## src/rtl/branch_unit_pkg.sv

```systemverilog
// Shared branch-code and ALU flag definitions used by the ALU, decoder and branch unit.
package jmp_defs;

    localparam int JMP_TYPE_W = 5;

    localparam logic [JMP_TYPE_W-1:0] JMP_FORCE = 5'd0;
    localparam logic [JMP_TYPE_W-1:0] JMP_E     = 5'd1;
    localparam logic [JMP_TYPE_W-1:0] JMP_NE    = 5'd2;
    localparam logic [JMP_TYPE_W-1:0] JMP_A     = 5'd3;
    localparam logic [JMP_TYPE_W-1:0] JMP_AE    = 5'd4;
    localparam logic [JMP_TYPE_W-1:0] JMP_B     = 5'd5;
    localparam logic [JMP_TYPE_W-1:0] JMP_BE    = 5'd6;
    localparam logic [JMP_TYPE_W-1:0] JMP_G     = 5'd7;
    localparam logic [JMP_TYPE_W-1:0] JMP_GE    = 5'd8;
    localparam logic [JMP_TYPE_W-1:0] JMP_L     = 5'd9;
    localparam logic [JMP_TYPE_W-1:0] JMP_LE    = 5'd10;
    localparam logic [JMP_TYPE_W-1:0] JMP_S     = 5'd11;
    localparam logic [JMP_TYPE_W-1:0] JMP_NS    = 5'd12;
    localparam logic [JMP_TYPE_W-1:0] JMP_O     = 5'd13;
    localparam logic [JMP_TYPE_W-1:0] JMP_NO    = 5'd14;
    localparam logic [JMP_TYPE_W-1:0] JMP_CRZ   = 5'd15;
    localparam logic [JMP_TYPE_W-1:0] JMP_CRNZ  = 5'd16;
    localparam logic [JMP_TYPE_W-1:0] JMP_LOOP  = 5'd17;
    localparam logic [JMP_TYPE_W-1:0] JMP_CALL  = 5'd18;
    localparam logic [JMP_TYPE_W-1:0] JMP_RET   = 5'd19;

    // Bit positions inside the 16-bit ALU flag word (x86 layout).
    localparam int ALUF_CF = 0;
    localparam int ALUF_ZF = 6;
    localparam int ALUF_SF = 7;
    localparam int ALUF_OF = 11;

    typedef enum logic {
        OUT_EMPTY = 1'b0,
        OUT_FULL  = 1'b1
    } out_state_e;

endpackage

```

## src/rtl/branch_unit_ret_stack.sv

```systemverilog
// LIFO of return addresses; the caller guarantees push/pop are legal.
module ret_stack #(
    parameter int AW    = 16,
    parameter int DEPTH = 4,
    localparam int SPW  = $clog2(DEPTH) + 1
) (
    input  logic          clk,
    input  logic          rst,
    input  logic          push,
    input  logic          pop,
    input  logic [AW-1:0] din,
    output logic [AW-1:0] dout,
    output logic          full,
    output logic          empty,
    output logic [SPW-1:0] sp
);

    localparam logic [SPW-2:0] IDX_ONE = 1;

    logic [AW-1:0]  mem [DEPTH];
    logic [SPW-1:0] sp_q;
    logic [SPW-2:0] wr_idx;
    logic [SPW-2:0] top_idx;

    assign wr_idx  = sp_q[SPW-2:0];
    // When full the low bits wrap to 0, so top_idx still lands on DEPTH-1.
    assign top_idx = sp_q[SPW-2:0] - IDX_ONE;

    always_ff @(posedge clk or posedge rst) begin
        if (rst) begin
            sp_q <= '0;
        end else if (push) begin
            sp_q <= sp_q + SPW'(1);
        end else if (pop) begin
            sp_q <= sp_q - SPW'(1);
        end
    end

    always_ff @(posedge clk) begin
        if (push) begin
            mem[wr_idx] <= din;
        end
    end

    assign dout  = mem[top_idx];
    assign full  = (sp_q == SPW'(DEPTH));
    assign empty = (sp_q == '0);
    assign sp    = sp_q;

endmodule

```

## src/rtl/branch_unit.sv

```systemverilog
// Registered branch resolver: flag/count-register conditions, hardware loop counter,
// call/return stack and per-response fault reporting, one-cycle latency.
module branch_unit
    import jmp_defs::*;
#(
    parameter int AW    = 16,
    parameter int DW    = 16,
    parameter int DEPTH = 4,
    localparam int SPW  = $clog2(DEPTH) + 1
) (
    input  logic                  clk,
    input  logic                  rst,
    input  logic                  req_valid,
    output logic                  req_ready,
    input  logic [JMP_TYPE_W-1:0] br_type,
    input  logic [AW-1:0]         target,
    input  logic [AW-1:0]         pc_i,
    input  logic [15:0]           flag,
    input  logic                  cr_load,
    input  logic [DW-1:0]         cr_din,
    output logic                  resp_valid,
    input  logic                  resp_ready,
    output logic                  taken,
    output logic [AW-1:0]         pc_o,
    output logic                  fault,
    output logic [DW-1:0]         cr_o,
    output logic [SPW-1:0]        sp_o
);

    function automatic logic eval_flags(input logic [JMP_TYPE_W-1:0] code,
                                        input logic [15:0] f);
        logic zf, cf, sf, of;
        logic res;
        zf  = f[ALUF_ZF];
        cf  = f[ALUF_CF];
        sf  = f[ALUF_SF];
        of  = f[ALUF_OF];
        res = 1'b0;
        case (code)
            JMP_FORCE: res = 1'b1;
            JMP_E:     res = zf;
            JMP_NE:    res = !zf;
            JMP_A:     res = !cf && !zf;
            JMP_AE:    res = !cf;
            JMP_B:     res = cf;
            JMP_BE:    res = cf || zf;
            JMP_G:     res = !zf && (sf == of);
            JMP_GE:    res = (sf == of);
            JMP_L:     res = (sf != of);
            JMP_LE:    res = zf || (sf != of);
            JMP_S:     res = sf;
            JMP_NS:    res = !sf;
            JMP_O:     res = of;
            JMP_NO:    res = !of;
            default:   res = 1'b0;
        endcase
        return res;
    endfunction

    out_state_e    state_q, state_n;
    logic          vld_p1;
    logic          taken_p1;
    logic          fault_p1;
    logic [AW-1:0] pc_p1;
    logic [DW-1:0] cr_q;

    logic          accept;
    logic          cond;
    logic          flt;
    logic [AW-1:0] pc_next;
    logic          cr_nz;
    logic          stk_push, stk_pop, stk_full, stk_empty;
    logic [AW-1:0] stk_dout;

    assign vld_p1    = (state_q == OUT_FULL);
    assign req_ready = !vld_p1 || resp_ready;
    assign accept    = req_valid && req_ready;
    assign cr_nz     = (cr_q != '0);

    // Stage 0: resolve condition, fault and next PC from the request and current state
    always_comb begin
        cond    = 1'b0;
        flt     = 1'b0;
        pc_next = pc_i;
        case (br_type)
            JMP_CRZ:  cond = !cr_nz;
            JMP_CRNZ: cond = cr_nz;
            JMP_LOOP: cond = cr_nz;
            JMP_CALL: begin
                cond = !stk_full;
                flt  = stk_full;
            end
            JMP_RET: begin
                cond = !stk_empty;
                flt  = stk_empty;
            end
            default: begin
                if (br_type <= JMP_NO) begin
                    cond = eval_flags(br_type, flag);
                end else begin
                    flt = 1'b1;
                end
            end
        endcase
        if (cond) begin
            pc_next = (br_type == JMP_RET) ? stk_dout : target;
        end
    end

    assign stk_push = accept && (br_type == JMP_CALL) && !stk_full;
    assign stk_pop  = accept && (br_type == JMP_RET) && !stk_empty;

    ret_stack #(
        .AW    (AW),
        .DEPTH (DEPTH)
    ) u_ret_stack (
        .clk   (clk),
        .rst   (rst),
        .push  (stk_push),
        .pop   (stk_pop),
        .din   (pc_i),
        .dout  (stk_dout),
        .full  (stk_full),
        .empty (stk_empty),
        .sp    (sp_o)
    );

    // A load in the same cycle as an accepted LOOP overrides the decrement.
    always_ff @(posedge clk or posedge rst) begin
        if (rst) begin
            cr_q <= '0;
        end else if (cr_load) begin
            cr_q <= cr_din;
        end else if (accept && (br_type == JMP_LOOP) && cr_nz) begin
            cr_q <= cr_q - DW'(1);
        end
    end

    always_ff @(posedge clk or posedge rst) begin
        if (rst) begin
            state_q <= OUT_EMPTY;
        end else begin
            state_q <= state_n;
        end
    end

    always_comb begin
        state_n = state_q;
        case (state_q)
            OUT_EMPTY: if (accept) state_n = OUT_FULL;
            OUT_FULL:  if (resp_ready && !accept) state_n = OUT_EMPTY;
            default:   state_n = OUT_EMPTY;
        endcase
    end

    // Stage 1: response register, reloaded only on accept so it holds under backpressure
    always_ff @(posedge clk or posedge rst) begin
        if (rst) begin
            taken_p1 <= 1'b0;
            fault_p1 <= 1'b0;
            pc_p1    <= '0;
        end else if (accept) begin
            taken_p1 <= cond;
            fault_p1 <= flt;
            pc_p1    <= pc_next;
        end
    end

    assign resp_valid = vld_p1;
    assign taken      = taken_p1;
    assign fault      = fault_p1;
    assign pc_o       = pc_p1;
    assign cr_o       = cr_q;

endmodule

```

## config.mk

```make
export PLATFORM = sky130hd
export DESIGN_NAME = branch_unit
export DESIGN_NICKNAME = d
export VERILOG_FILES = /design/src/rtl/branch_unit_pkg.sv /design/src/rtl/branch_unit_ret_stack.sv /design/src/rtl/branch_unit.sv
export SDC_FILE = /design/constraint.sdc
export NUM_CORES = 1
export LEC_CHECK = 0
export BUFFER_PORTS_ARGS = -buffer_cell sky130_fd_sc_hd__buf_2
export CORE_MARGIN = 2
export CORE_UTILIZATION = 54
export DETAILED_ROUTE_END_ITERATION = 10
export PLACE_DENSITY = 0.8
export SLEW_MARGIN = 20
export SYNTH_ARGS = -nofsm -noshare
export SYNTH_HDL_FRONTEND = slang
export SYNTH_SLANG_ARGS = --single-unit
```

## constraint.sdc

```tcl
create_clock -name clk -period 3.5 [get_ports clk]
set_input_delay 0.7 -clock clk [delete_from_list [all_inputs] [get_ports clk]]
set_output_delay 0.7 -clock clk [all_outputs]
set_load 0.01 [all_outputs]
```

# == Word level (Yosys, flattened, before mapping) ==
# Memories as Yosys holds them, arrays and structs flattened.
# Cells that the tools add are included.
# word_totals
ff_bits,38
latchBits,0
ram_bits,64
mem_bits_ro,0
in_bits,74
output_inout_bits,39
word_cells,80
mem_count,1
# memory_table
name,depth,word_bits,read_ports,rd_clocked_by_memory_dff,wr,line_no,source
u_ret_stack.mem,4,16,1,0,1,branch_unit_ret_stack.sv:20,logic [AW-1:0] mem [DEPTH];
# op_classes
addsub,4
multipliers,0
div_mod_pow,0
n_lt_le_gt_ge,1
n_eq_ne,22
n_shift,0
mux,16
bitwise_logic,1
reduce_logical,29
# ops
cell,n
$mux 16,4
$eq 5x4->1 const B,8
$eq 5x3->1 const B,4
$eq 5x5->1 const B,4
$reduce_bool 16->1,1
$sub 16x1->16 const B,1
$pmux 1 s15,1
$eq 5x2->1 const B,2
$logic_and 1x1->1,10
$logic_not 1->1,9
$mux 1,6
$mux 3,2
$eq 5x1->1 const B,1
$le 5x4->1 const B,1
$logic_not 5->1,1
$pmux 1 s4,1
$reduce_bool 2->1,2
$add 3x1->3 const B,1
$eq 3x3->1 const B,1
$logic_not 3->1,1
$logic_or 1x1->1,3
$pmux 1 s3,1
$reduce_or 3->1,1
$sub 3x1->3 const B,1
other kinds (6),6

# == Logic depth before layout (Yosys ltp) ==
# Gate-level depths: netlist of run 1.
# logic_depth
ltp_word,7
ltp_mapped,11
mapped_depth_nobuf,10

# == Hierarchy ==
# Synthesis of run 1 repeated with hierarchy kept, for this count alone.
# unflattened
hier_cells,362
area_unflattened_um2,4977.3
# modules_own_cells
module,instances,cells_per_inst,area_each_um2,seq_area_each_um2
ret_stack,1,108,2596.2,1996.9
branch_unit,1,254,2381.0,875.8

# == Worst setup path before layout of run 1 ==
# Ideal clock, no wire load.
# synth_timing
path_kind,reg2reg
start,"register u_ret_stack.sp_q[0], in the netlist u_ret_stack.sp[0]"
end,"memory u_ret_stack.mem[0][0], enable pin"
setup_time_ps,388
t_arrival_ps,2777
t_required_ps,3112
setup_slack_ps,335
stages_incl_launch_ff,8
n_path_buf,2
period_less_slack_ps,3165
path_cell_list,dfrtp_1 > clkbuf_1 > buf_2 > inv_1 > ha_1 > a211oi_1 > inv_1 > nor2_1
# synth_between
elab_chain_cells,5
# synth_rtl
element,line_no,source
"start, declared",branch_unit_ret_stack.sv:21,logic [SPW-1:0] sp_q;
"start signal, assigned",branch_unit_ret_stack.sv:33,sp_q <= sp_q + SPW'(1);
"start signal, assigned",branch_unit_ret_stack.sv:35,sp_q <= sp_q - SPW'(1);
$eq 3x3->1,branch_unit_ret_stack.sv:46,assign full = (sp_q == SPW'(DEPTH));
$logic_not 1->1,branch_unit.sv:110,assign stk_push = accept && (br_type == JMP_CALL) && !stk_full;
$logic_and 1x1->1,branch_unit.sv:110,
$mux 1,branch_unit_ret_stack.sv:40,if (push) begin
$mux 1 (implied by the code),branch_unit_ret_stack.sv:41,mem[wr_idx] <= din;
"end, declared",branch_unit_ret_stack.sv:20,
# Parallel ways exist; a longest one is shown, timed or not.

# == Final worst setup path of run 1 ==
# layout_timing
start,input br_type[2]
end,"register u_ret_stack.sp_q[2], in the netlist u_ret_stack.sp[2]"
# layout_between
elab_chain_cells,4
elab_cells_between_ends,8
cone_classes,2 x eq/ne; 1 x mux; 5 x reduce/logical
# layout_rtl
element,line_no,source
"start, declared",branch_unit.sv:15,"input logic [JMP_TYPE_W-1:0] br_type,"
"$eq 5x5->1, on equally long branches","branch_unit.sv:110, branch_unit.sv:111",
"$logic_and 1x1->1, on equally long branches (2 in a row)","branch_unit.sv:110, branch_unit.sv:111",
$mux 3 / $reduce_bool 2->1 (equally long branches),-,
# Parallel ways exist; a longest one is shown, timed or not.
# A chain may end at the register's enable or synchronous reset.

==> results of run 1 <==
[layout by cell type, fill, tap and decap left out, drive strengths merged, types with 3 or more instances in the layout]
cell type  count
xnor2         11
clkinv         4
dfrtp         38
edfxtp        64
xor2           7
and2           3
nor4b          3
clkbuf         9
inv           10
ha             5
a21oi         19
buf          111
mux2i         19
nor3b          3
nor3           7
mux4          16
a211oi         3
nor4           6
nor2          25
a22o          17
o21ai         33
nand2         32
nand2b         3
mux2           4
[registers in the layout, indices dropped and copies added (netlist names)]
register / count
cr_o: 16
fault: 1
pc_o: 16
resp_valid: 1
taken: 1
u_ret_stack.mem: 64
u_ret_stack.sp: 3
[stage by stage]
stage / instances / hold slack, ns / setup WS, ns / power [mW] / area, um^2
6_report: 588 / 0.440 / 0.882 / 3.08 / 5750
5_1_grt: 588 / 0.472 / 0.687 / 3.22 / 5750
4_1_cts: 588 / 0.452 / 0.893 / 3.10 / 5750
3_5_place_dp: 572 / 0.474 / 0.490 / 2.33 / 5530
3_3_place_gp: 572 / 0.467 / 0.581 / 2.28 / 5530
2_1_floorplan: 379 / 0.516 / 0.335 / 2.04 / 4900
[critical path, delay by kind of cell]
family	cells	cell delay (ns)
compound gates	3	0.76
simple gates	3	0.65
buf+inv	2	0.32
fa+ha+maj	1	0.44
[final cells by class]
cell class | count | area [um^2] | share of cell area [%]
Sequential cell | 102 | 2870 | 50.0
Clock inverter | 7 | 93.8 | 1.63
Inverter | 9 | 33.8 | 0.588
Multi-Input combinational cell | 242 | 1900 | 33.1
Tap cell | 108 | 135 | 2.35
Timing Repair Buffer | 111 | 583 | 10.1
Clock buffer | 9 | 124 | 2.16
[where the power goes]
| part | switching [mW] | internal, mW |
|---|---|---|
| clock | 0.437 | 0.349 |
| sequential | 0.0617 | 1.35 |
| combinational | 0.450 | 0.428 |
[layer usage]
layer	routed length, um	GRT usage (%)
met3	688	3.79
met4	141	6.53
met1	4390	29.6
met5	0	0
met2	5410	38.5
[logic make-up after synthesis]
family	count (synthesis)	synth area share, %
XOR/XNOR	18	3.22
adder cells (fa/ha/maj)	6	1.68
flip-flops	102	58.6
multiplexers	39	12.2
AO/OA/AOI/OAI	81	10.4
AND/OR/NAND/NOR	98	11.0
buffers and inverters	35	2.94
[path summary, 6_finish.rpt]
path / start / to / cells past startpoint
max: br_type[2] / u_ret_stack.sp[2] / 9
min: rst / pc_o[9] / 3
max reg2reg: cr_o[5] / pc_o[4] / 7
min reg2reg: taken / taken / 2
max in group asynchronous: rst / pc_o[0] / 3
min in group clk: taken / taken / 2
==> impl_metrics.ini, run 1 <==
[run_status]
outcome = finished, final reports clean

[cts]
cts_buffers = 9
cts_hold_repair.buffers = 0
clock_tree.buffer_depth = 2
cts_setup_buffers = 0
clk_pin_slew_ns = 0.11
cts.sinks = 102
ctsHtreeMaxLevel = 3
postCtsResizedCells = 0
clock_insertion_delay_worst_skew_ns = 0.37
tritoncts = yes
ctsRootBufferMaster = clkbuf_8

[die]
dieHeight_um = 99.3
initial_core_util_pct = 55.9
fp-row-count = 34
core_area_mm2 = 0.00876
io-pin-count = 113
die-area_mm2 = 0.00985
die_width_um = 99.3

[drt]
number_of_antenna_violating_nets_in_the_routed_design = 0
drt-wirelength-per-cell_um = 18.1
detail_route.iter0.violations = 124
route.vias.total = 3413
route.detailed.drc = 0
routed_wl_um = 10600
detailedRoute.firstPassIterationCount = 4
routed_via_density = 5.80

[logic_synthesis]
synth_warnings = 0
ys_async_sr_fraction_pct = 37.3
post_synth_main_area_contributors = edfxtp_1 (39%), dfrtp_1 (19%), mux4_2 (7.4%), mux2i_1 (3.9%), o21ai_0 (3.3%)
synth.net_count = 459
postSynthCellCount = 379
synthDominantAreaCellType = edfxtp_1
synth.top_cells.by_count = edfxtp_1 (64), dfrtp_1 (38), nand2_1 (32), o21ai_0 (32), nor2_1 (25)
synth_seq_cells = 102
share_of_synthesized_area_occupied_by_flip_flops_and_latches_pct = 58.6
yosysUniqueCellTypes = 51
synth_enable_flop_cells = 64
synthesis.area_per_instance_um2 = 12.9
most_common_cell_in_the_synthesized_netlist = edfxtp_1
synthDominantCellAreaShare_pct = 39.2
post_synth_instance_area_mm2 = 0.00490
postSynth.topFlopCell = edfxtp_1

[final_layout]
post_route_cells_drive_above_1_share_pct = 33.1
num-nets-final = 555
num-fill-cells = 653
area_delta_synth_final_pct = 17.2
antenna_cells_inserted = 0
final_core_util_pct = 65.6

[power]
p_per_area_mw_per_mm2 = 535
p_leak_nw = 2.20
vdd_ir_drop_max_uv = 283

[grt]
grt_pass1_wl_um = 17000
groute.usage.overall_pct = 22.4
first_global_vias = 3405
grt_max_degree = 39
globalRoute.totalOverflow = 0
antenna_found_initial = 0

[worst_setup_path]
crit_path_start_kind = primary input
data_arrival_time_of_the_worst_path_ns = 2.89
path_cells = buf_2 -> nand4bb_1 -> or2_2 -> a211oi_1 -> inv_1 -> fa_1 -> a22o_1 -> a22oi_1 -> nand2_1
ff2ff_setup_slack_ns = 0.97
cp.required_ns = 3.77
path_class = in2reg
cp_slowest_stage_delay_ns = 0.44
path_max_fanout = 15
timing.critical_path.slowest_stage_cell = fa_1
cp-end-kind = flip-flop

[sta]
fin_crit_ns = 2.62
slew_viol_final = 0
fin_worst_skew_ns = 0.0122
tightestPinTransition_ns = 0.769
finalHoldViolations = 0
final.setup.tns_ns = 0
report.final.setup_viol = 0
worst_slew_margin_pct = 48.8
unrepaired_setup_endpoints_after_global_routing = no
max_clock_freq_mhz = 382
fin_crit_sh_pct = 74.8

[placement]
place_congestion = 0.801
place.detailed.hpwl_um = 7230
numPortBuffers = 100

[job]
timing.max_cap.violations = 0

[hold_path]
holdCritPathClass = in2async
Note: power is estimated with default switching activity, not from simulation.
==> inputs of run 2 (changes only) <==
--- a/config.mk
+++ b/config.mk
@@ -7,9 +7,9 @@
 export LEC_CHECK = 0
 export BUFFER_PORTS_ARGS = -buffer_cell sky130_fd_sc_hd__buf_2
 export CORE_MARGIN = 2
-export CORE_UTILIZATION = 54
+export CORE_UTILIZATION = 49
 export DETAILED_ROUTE_END_ITERATION = 10
-export PLACE_DENSITY = 0.8
+export PLACE_DENSITY = 0.77
 export SLEW_MARGIN = 20
 export SYNTH_ARGS = -nofsm -noshare
 export SYNTH_HDL_FRONTEND = slang
==> constraint.sdc (replaced) <==
create_clock -name clk -period 2.3 [get_ports clk]
set_input_delay 0.46 -clock clk [delete_from_list [all_inputs] [get_ports clk]]
set_output_delay 0.46 -clock clk [all_outputs]
set_load 0.01 [all_outputs]
==> run 2 against run 1 <==
Critical path depth unchanged. Cell count up 7.8%. Clock skew barely moved. Highest routed layer unchanged.
==> impl_metrics.ini, run 2 (same netlist as run 1, synthesis figures left out) <==
[cts]
clock_tree.buffer_depth = 2
cts.sinks = 102
cts_buffers = 9
tritoncts = yes
ctsRootBufferMaster = clkbuf_8
clk_pin_slew_ns = 0.10
cts_setup_buffers = 0
ctsHtreeMaxLevel = 3
clock_insertion_delay_worst_skew_ns = 0.36

[worst_setup_path]
cp.required_ns = 2.54
ff2ff_setup_slack_ns = 0.08
r2r_start = cr_o[1]
r2r.worst_path.cells = 9
cp-startpoint = cr_o[1]
reg2reg_to = pc_o[3]
crit_path_start_kind = flip-flop
path_max_fanout = 16
data_arrival_time_of_the_worst_path_ns = 2.46
crit_path_end = pc_o[3]
path_class = reg2reg
cp-end-kind = flip-flop

[final_layout]
layout_common_cells = buf_2 (100), edfxtp_1 (64), dfrtp_1 (37), nand2_1 (32), o21ai_0 (31)
largest_reg_flops = 64
regMostFlops = u_ret_stack.mem
final_core_util_pct = 62.6
num-fill-cells = 764
antenna_cells_inserted = 0
area_delta_synth_final_pct = 24.2
commonest_non_fill_non_tap_cell_in_the_layout = buf_2
num-nets-final = 576
final_cell_area_mm2 = 0.00609
post_route_cells_drive_above_1_share_pct = 37.9

[sta]
unrepaired_setup_endpoints_after_global_routing = no
worst_slew_margin_pct = 56.5
layout_setup_ws_ns = 0.0833
fin_crit_ns = 2.22
tightestPinTransition_ns = 0.648
report.final.setup_viol = 0
fin_crit_sh_pct = 96.4
slew_viol_final = 0
fin_worst_skew_ns = 0.0124
finalHoldViolations = 0
max_clock_freq_mhz = 451

[run_status]
outcome = finished, final reports clean

[drt]
routed.top_layer = met4
detailedRoute.firstPassIterationCount = 5
route.vias.total = 3479
routed_via_density = 5.49
drt-met1-wl_um = 4300
detail_route.iter0.violations = 191
drt-wirelength-per-cell_um = 17.0
route.met3.wl_um = 809
number_of_antenna_violating_nets_in_the_routed_design = 0
routed_wl_um = 10800
met2WireLength_um = 5570
route.detailed.drc = 0

[die]
die_width_um = 104
die-area_mm2 = 0.0108
core_area_mm2 = 0.00973
dieHeight_um = 104
io-pin-count = 113
fp-row-count = 36
initial_core_util_pct = 50.4

[grt]
groute.usage.overall_pct = 20.9
antenna_found_initial = 0
grt_pass1_wl_um = 18000
grt_max_degree = 38
globalRoute.totalOverflow = 0
first_global_vias = 3626

[power]
power.sequential.fraction_pct = 45.3
p_switching_mw = 1.40
p_comb_share_pct = 30.4
p_leak_nw = 2.33
p_per_area_mw_per_mm2 = 772
internal-power_mw = 3.29
p_clk_share_pct = 24.3
final_total_pwr_mw = 4.70
vdd_ir_drop_max_uv = 479
power.switching_fraction_pct = 29.9

[placement]
numPortBuffers = 100
post-place-ws_ns = -0.109
place_congestion = 0.844
place.detailed.hpwl_um = 7580
placement.cell_area_mm2 = 0.00585

[hold_path]
holdCritPathClass = in2async

[job]
timing.max_cap.violations = 0
-- run 2: power by group through the flow --
stage / registers (mW) / logic (mW) / clock network (mW)
floorplan: 2.24 / 0.977 / 0
global placement: 2.16 / 1.39 / 0
detailed placement: 2.17 / 1.44 / 0
CTS: 2.12 / 1.44 / 1.17
global route: 2.14 / 1.56 / 1.24
finish: 2.13 / 1.43 / 1.14
-- run 2: worst min-delay path by stage --
stage / start / to / slack, ns / cells past startpoint
after global routing: rst / pc_o[4] / 0.1 / 2
after detailed placement: fault / fault / 0.48 / 2
after CTS: rst / pc_o[4] / 0.09 / 2
final: rst / pc_o[4] / 0.1 / 2
after floorplan: fault / fault / 0.52 / 2
after global placement: taken / taken / 0.46 / 2
-- run 2: per-layer routing --
metal	vias up	GRT usage, %
met5	-	0
met4	0	4.83
met3	8	5.64
met2	140	37.3
met1	1678	25.4
li1	1653	-
-- run 2: repair_timing --
action | 4_1_cts | 5_1_grt
pin swaps | 0 | 1
setup endpoints to repair | 16 | 17
endpoints found under the hold margin | 0 | 0
gates resized for setup | 3 | 5
hold buffers | 0 | 0
-- run 2: area by class of cell --
cell class | count | area (um^2) | share of cell area (%)
Timing Repair Buffer | 132 | 853 | 14.0
Sequential cell | 102 | 2870 | 47.2
Inverter | 9 | 33.8 | 0.555
Tap cell | 133 | 166 | 2.73
Multi-Input combinational cell | 242 | 1950 | 32.1
Clock buffer | 10 | 128 | 2.10
Clock inverter | 6 | 80.1 | 1.32
-- run 2: worst max-delay path, stage by stage (launching register included) --
cell and delay [ns]:
dfrtp_1 0.41, inv_1 0.08, ha_1 0.18, nor3b_2 0.18, and4_4 0.29, mux2i_2 0.25
and4_4 0.26, buf_12 0.15, a21oi_1 0.07, a22o_1 0.21
-- run 2: stage by stage --
step	std cells	hold slack (ns)	TNS (ns)
2_1_floorplan	379	0.516	0
5_1_grt	634	0.0981	0
3_3_place_gp	618	0.463	-0.0647
4_1_cts	634	0.0929	0
6_report	634	0.0961	0
3_5_place_dp	618	0.478	-1.16
==> inputs of run 3 (changes only) <==
--- a/config.mk
+++ b/config.mk
@@ -10,6 +10,8 @@
 export CORE_UTILIZATION = 49
 export DETAILED_ROUTE_END_ITERATION = 10
 export PLACE_DENSITY = 0.77
+export SETUP_SLACK_MARGIN = 0.1
+export SKIP_CTS_REPAIR_TIMING = 1
 export SLEW_MARGIN = 20
 export SYNTH_ARGS = -nofsm -noshare
 export SYNTH_HDL_FRONTEND = slang
==> run 3 against run 2 <==
Wire length increased by 4.1%. Final area up 1.4%. Sequential share of layout area fell by 0.67 points. Cell count grew 0.95%. Clock skew rose by 0.0021 ns. Sequential cell count did not move. Global-route usage fell by 0.15 points. Worst setup slack worse by 0.025 ns. Non-clock buffer count grew 6. Highest routed layer unchanged.
==> impl_metrics.ini, run 3 (same netlist as run 1, synthesis figures left out) <==
[run_status]
outcome = finished, final reports clean

[sta]
fin_worst_skew_ns = 0.0146
max_clock_freq_mhz = 446
worst_slew_margin_pct = 46.6
fin_crit_ns = 2.24
layout_setup_ws_ns = 0.0587
report.final.setup_viol = 0
finalHoldViolations = 0
slew_viol_final = 0
fin_crit_sh_pct = 97.4
unrepaired_setup_endpoints_after_global_routing = yes
tightestPinTransition_ns = 0.796

[power]
vdd_ir_drop_max_uv = 649
p_per_area_mw_per_mm2 = 761
p_leak_nw = 2.36

[final_layout]
antenna_cells_inserted = 0
commonest_non_fill_non_tap_cell_in_the_layout = buf_2
num-fill-cells = 776
area_delta_synth_final_pct = 26.0
largest_reg_flops = 64
regMostFlops = u_ret_stack.mem
post_route_cells_drive_above_1_share_pct = 41.0
layout.cells.non_filler = 640
final_core_util_pct = 63.5
layout_common_cells = buf_2 (100), edfxtp_1 (64), dfrtp_1 (37), nand2_1 (32), o21ai_0 (29)
num-nets-final = 582
seq_area_mm2 = 0.00287
multi_input_area_mm2 = 0.00201
final_cell_area_mm2 = 0.00617

[drt]
drt-wirelength-per-cell_um = 17.5
detailedRoute.firstPassIterationCount = 4
number_of_antenna_violating_nets_in_the_routed_design = 0
route.detailed.drc = 0
route.vias.total = 3578
routed_via_density = 5.59
routed_wl_um = 11200
detail_route.iter0.violations = 215

[grt]
antenna_found_initial = 0
globalRoute.totalOverflow = 0
grt_max_degree = 38
groute.usage.overall_pct = 20.8
first_global_vias = 3611
grt_pass1_wl_um = 17800

[die]
die-area_mm2 = 0.0108
die_width_um = 104
io-pin-count = 113
core_area_mm2 = 0.00973
fp-row-count = 36
initial_core_util_pct = 50.4
dieHeight_um = 104

[worst_setup_path]
cp_slowest_stage_delay_ns = 0.41
path_cells = inv_2 -> ha_2 -> nor3b_2 -> and4_4 -> mux2i_2 -> and4_4 -> clkbuf_16 -> a21oi_2 -> a22o_1
critical_path_buf_inv_count = 2
path_delay_family = simple AND/OR/NAND/NOR gates
cp-end-kind = flip-flop
path_class = reg2reg
path_max_fanout = 8
critical_path.most_common_cell = and4_4
timing.critical_path.slowest_stage_cell = dfrtp_1
crit_path_start_kind = flip-flop
data_arrival_time_of_the_worst_path_ns = 2.50
cp.required_ns = 2.56

[cts]
clock_tree.buffer_depth = 2
ctsHtreeMaxLevel = 3
clock_insertion_delay_worst_skew_ns = 0.37
clk_pin_slew_ns = 0.11
ctsRootBufferMaster = clkbuf_8
tritoncts = yes
cts_buffers = 9
cts.sinks = 102

[placement]
place_congestion = 0.832
place.detailed.hpwl_um = 7440
placement.cell_area_mm2 = 0.00589
numPlacedInstances = 621
post-place-ws_ns = -0.0943
numPortBuffers = 100

[hold_path]
holdCritPathClass = in2async

[job]
timing.max_cap.violations = 0
run 3: area by class of cell:
class,instances,area share (%)
Inverter,9,0.547
Tap cell,133,2.70
Sequential cell,102,46.6
Timing Repair Buffer,138,14.8
Clock buffer,10,2.07
Multi-Input combinational cell,242,32.5
Clock inverter,6,0.811
run 3: power by group:
| group | internal [mW] | switching (mW) |
|---|---|---|
| clock network | 0.412 | 0.640 |
| registers | 2.06 | 0.0765 |
| logic | 0.768 | 0.745 |
| total | 3.24 | 1.46 |
run 3: path summary, 6_finish.rpt:
path	slack (ns)	from	cells after the start	end
worst max-delay path	0.06	cr_o[1]	9	pc_o[3]
worst min-delay path	0.12	rst	2	pc_o[4]
worst max register to register	0.06	cr_o[1]	9	pc_o[3]
worst min register to register	0.50	taken	2	taken
max in group asynchronous	1.65	rst	3	u_ret_stack.sp[0]
min in group clk	0.30	cr_din[8]	3	cr_o[8]
run 3: layer usage:
metal	wire length, um	global-route usage [%]	vias up
li1	-	-	1662
met1	4700	27.9	1760
met2	5550	34.8	142
met3	792	4.57	14
met4	174	5.02	0
met5	0	0	-
run 3: stage by stage:
step	power [mW]	TNS, ns	hold WS (ns)
4_1_cts	4.70	-0.00411	0.149
2_1_floorplan	3.24	0	0.516
3_3_place_gp	3.59	-0.0592	0.460
3_5_place_dp	3.65	-0.203	0.483
5_1_grt	4.96	-0.0314	0.142
6_report	4.70	0	0.122
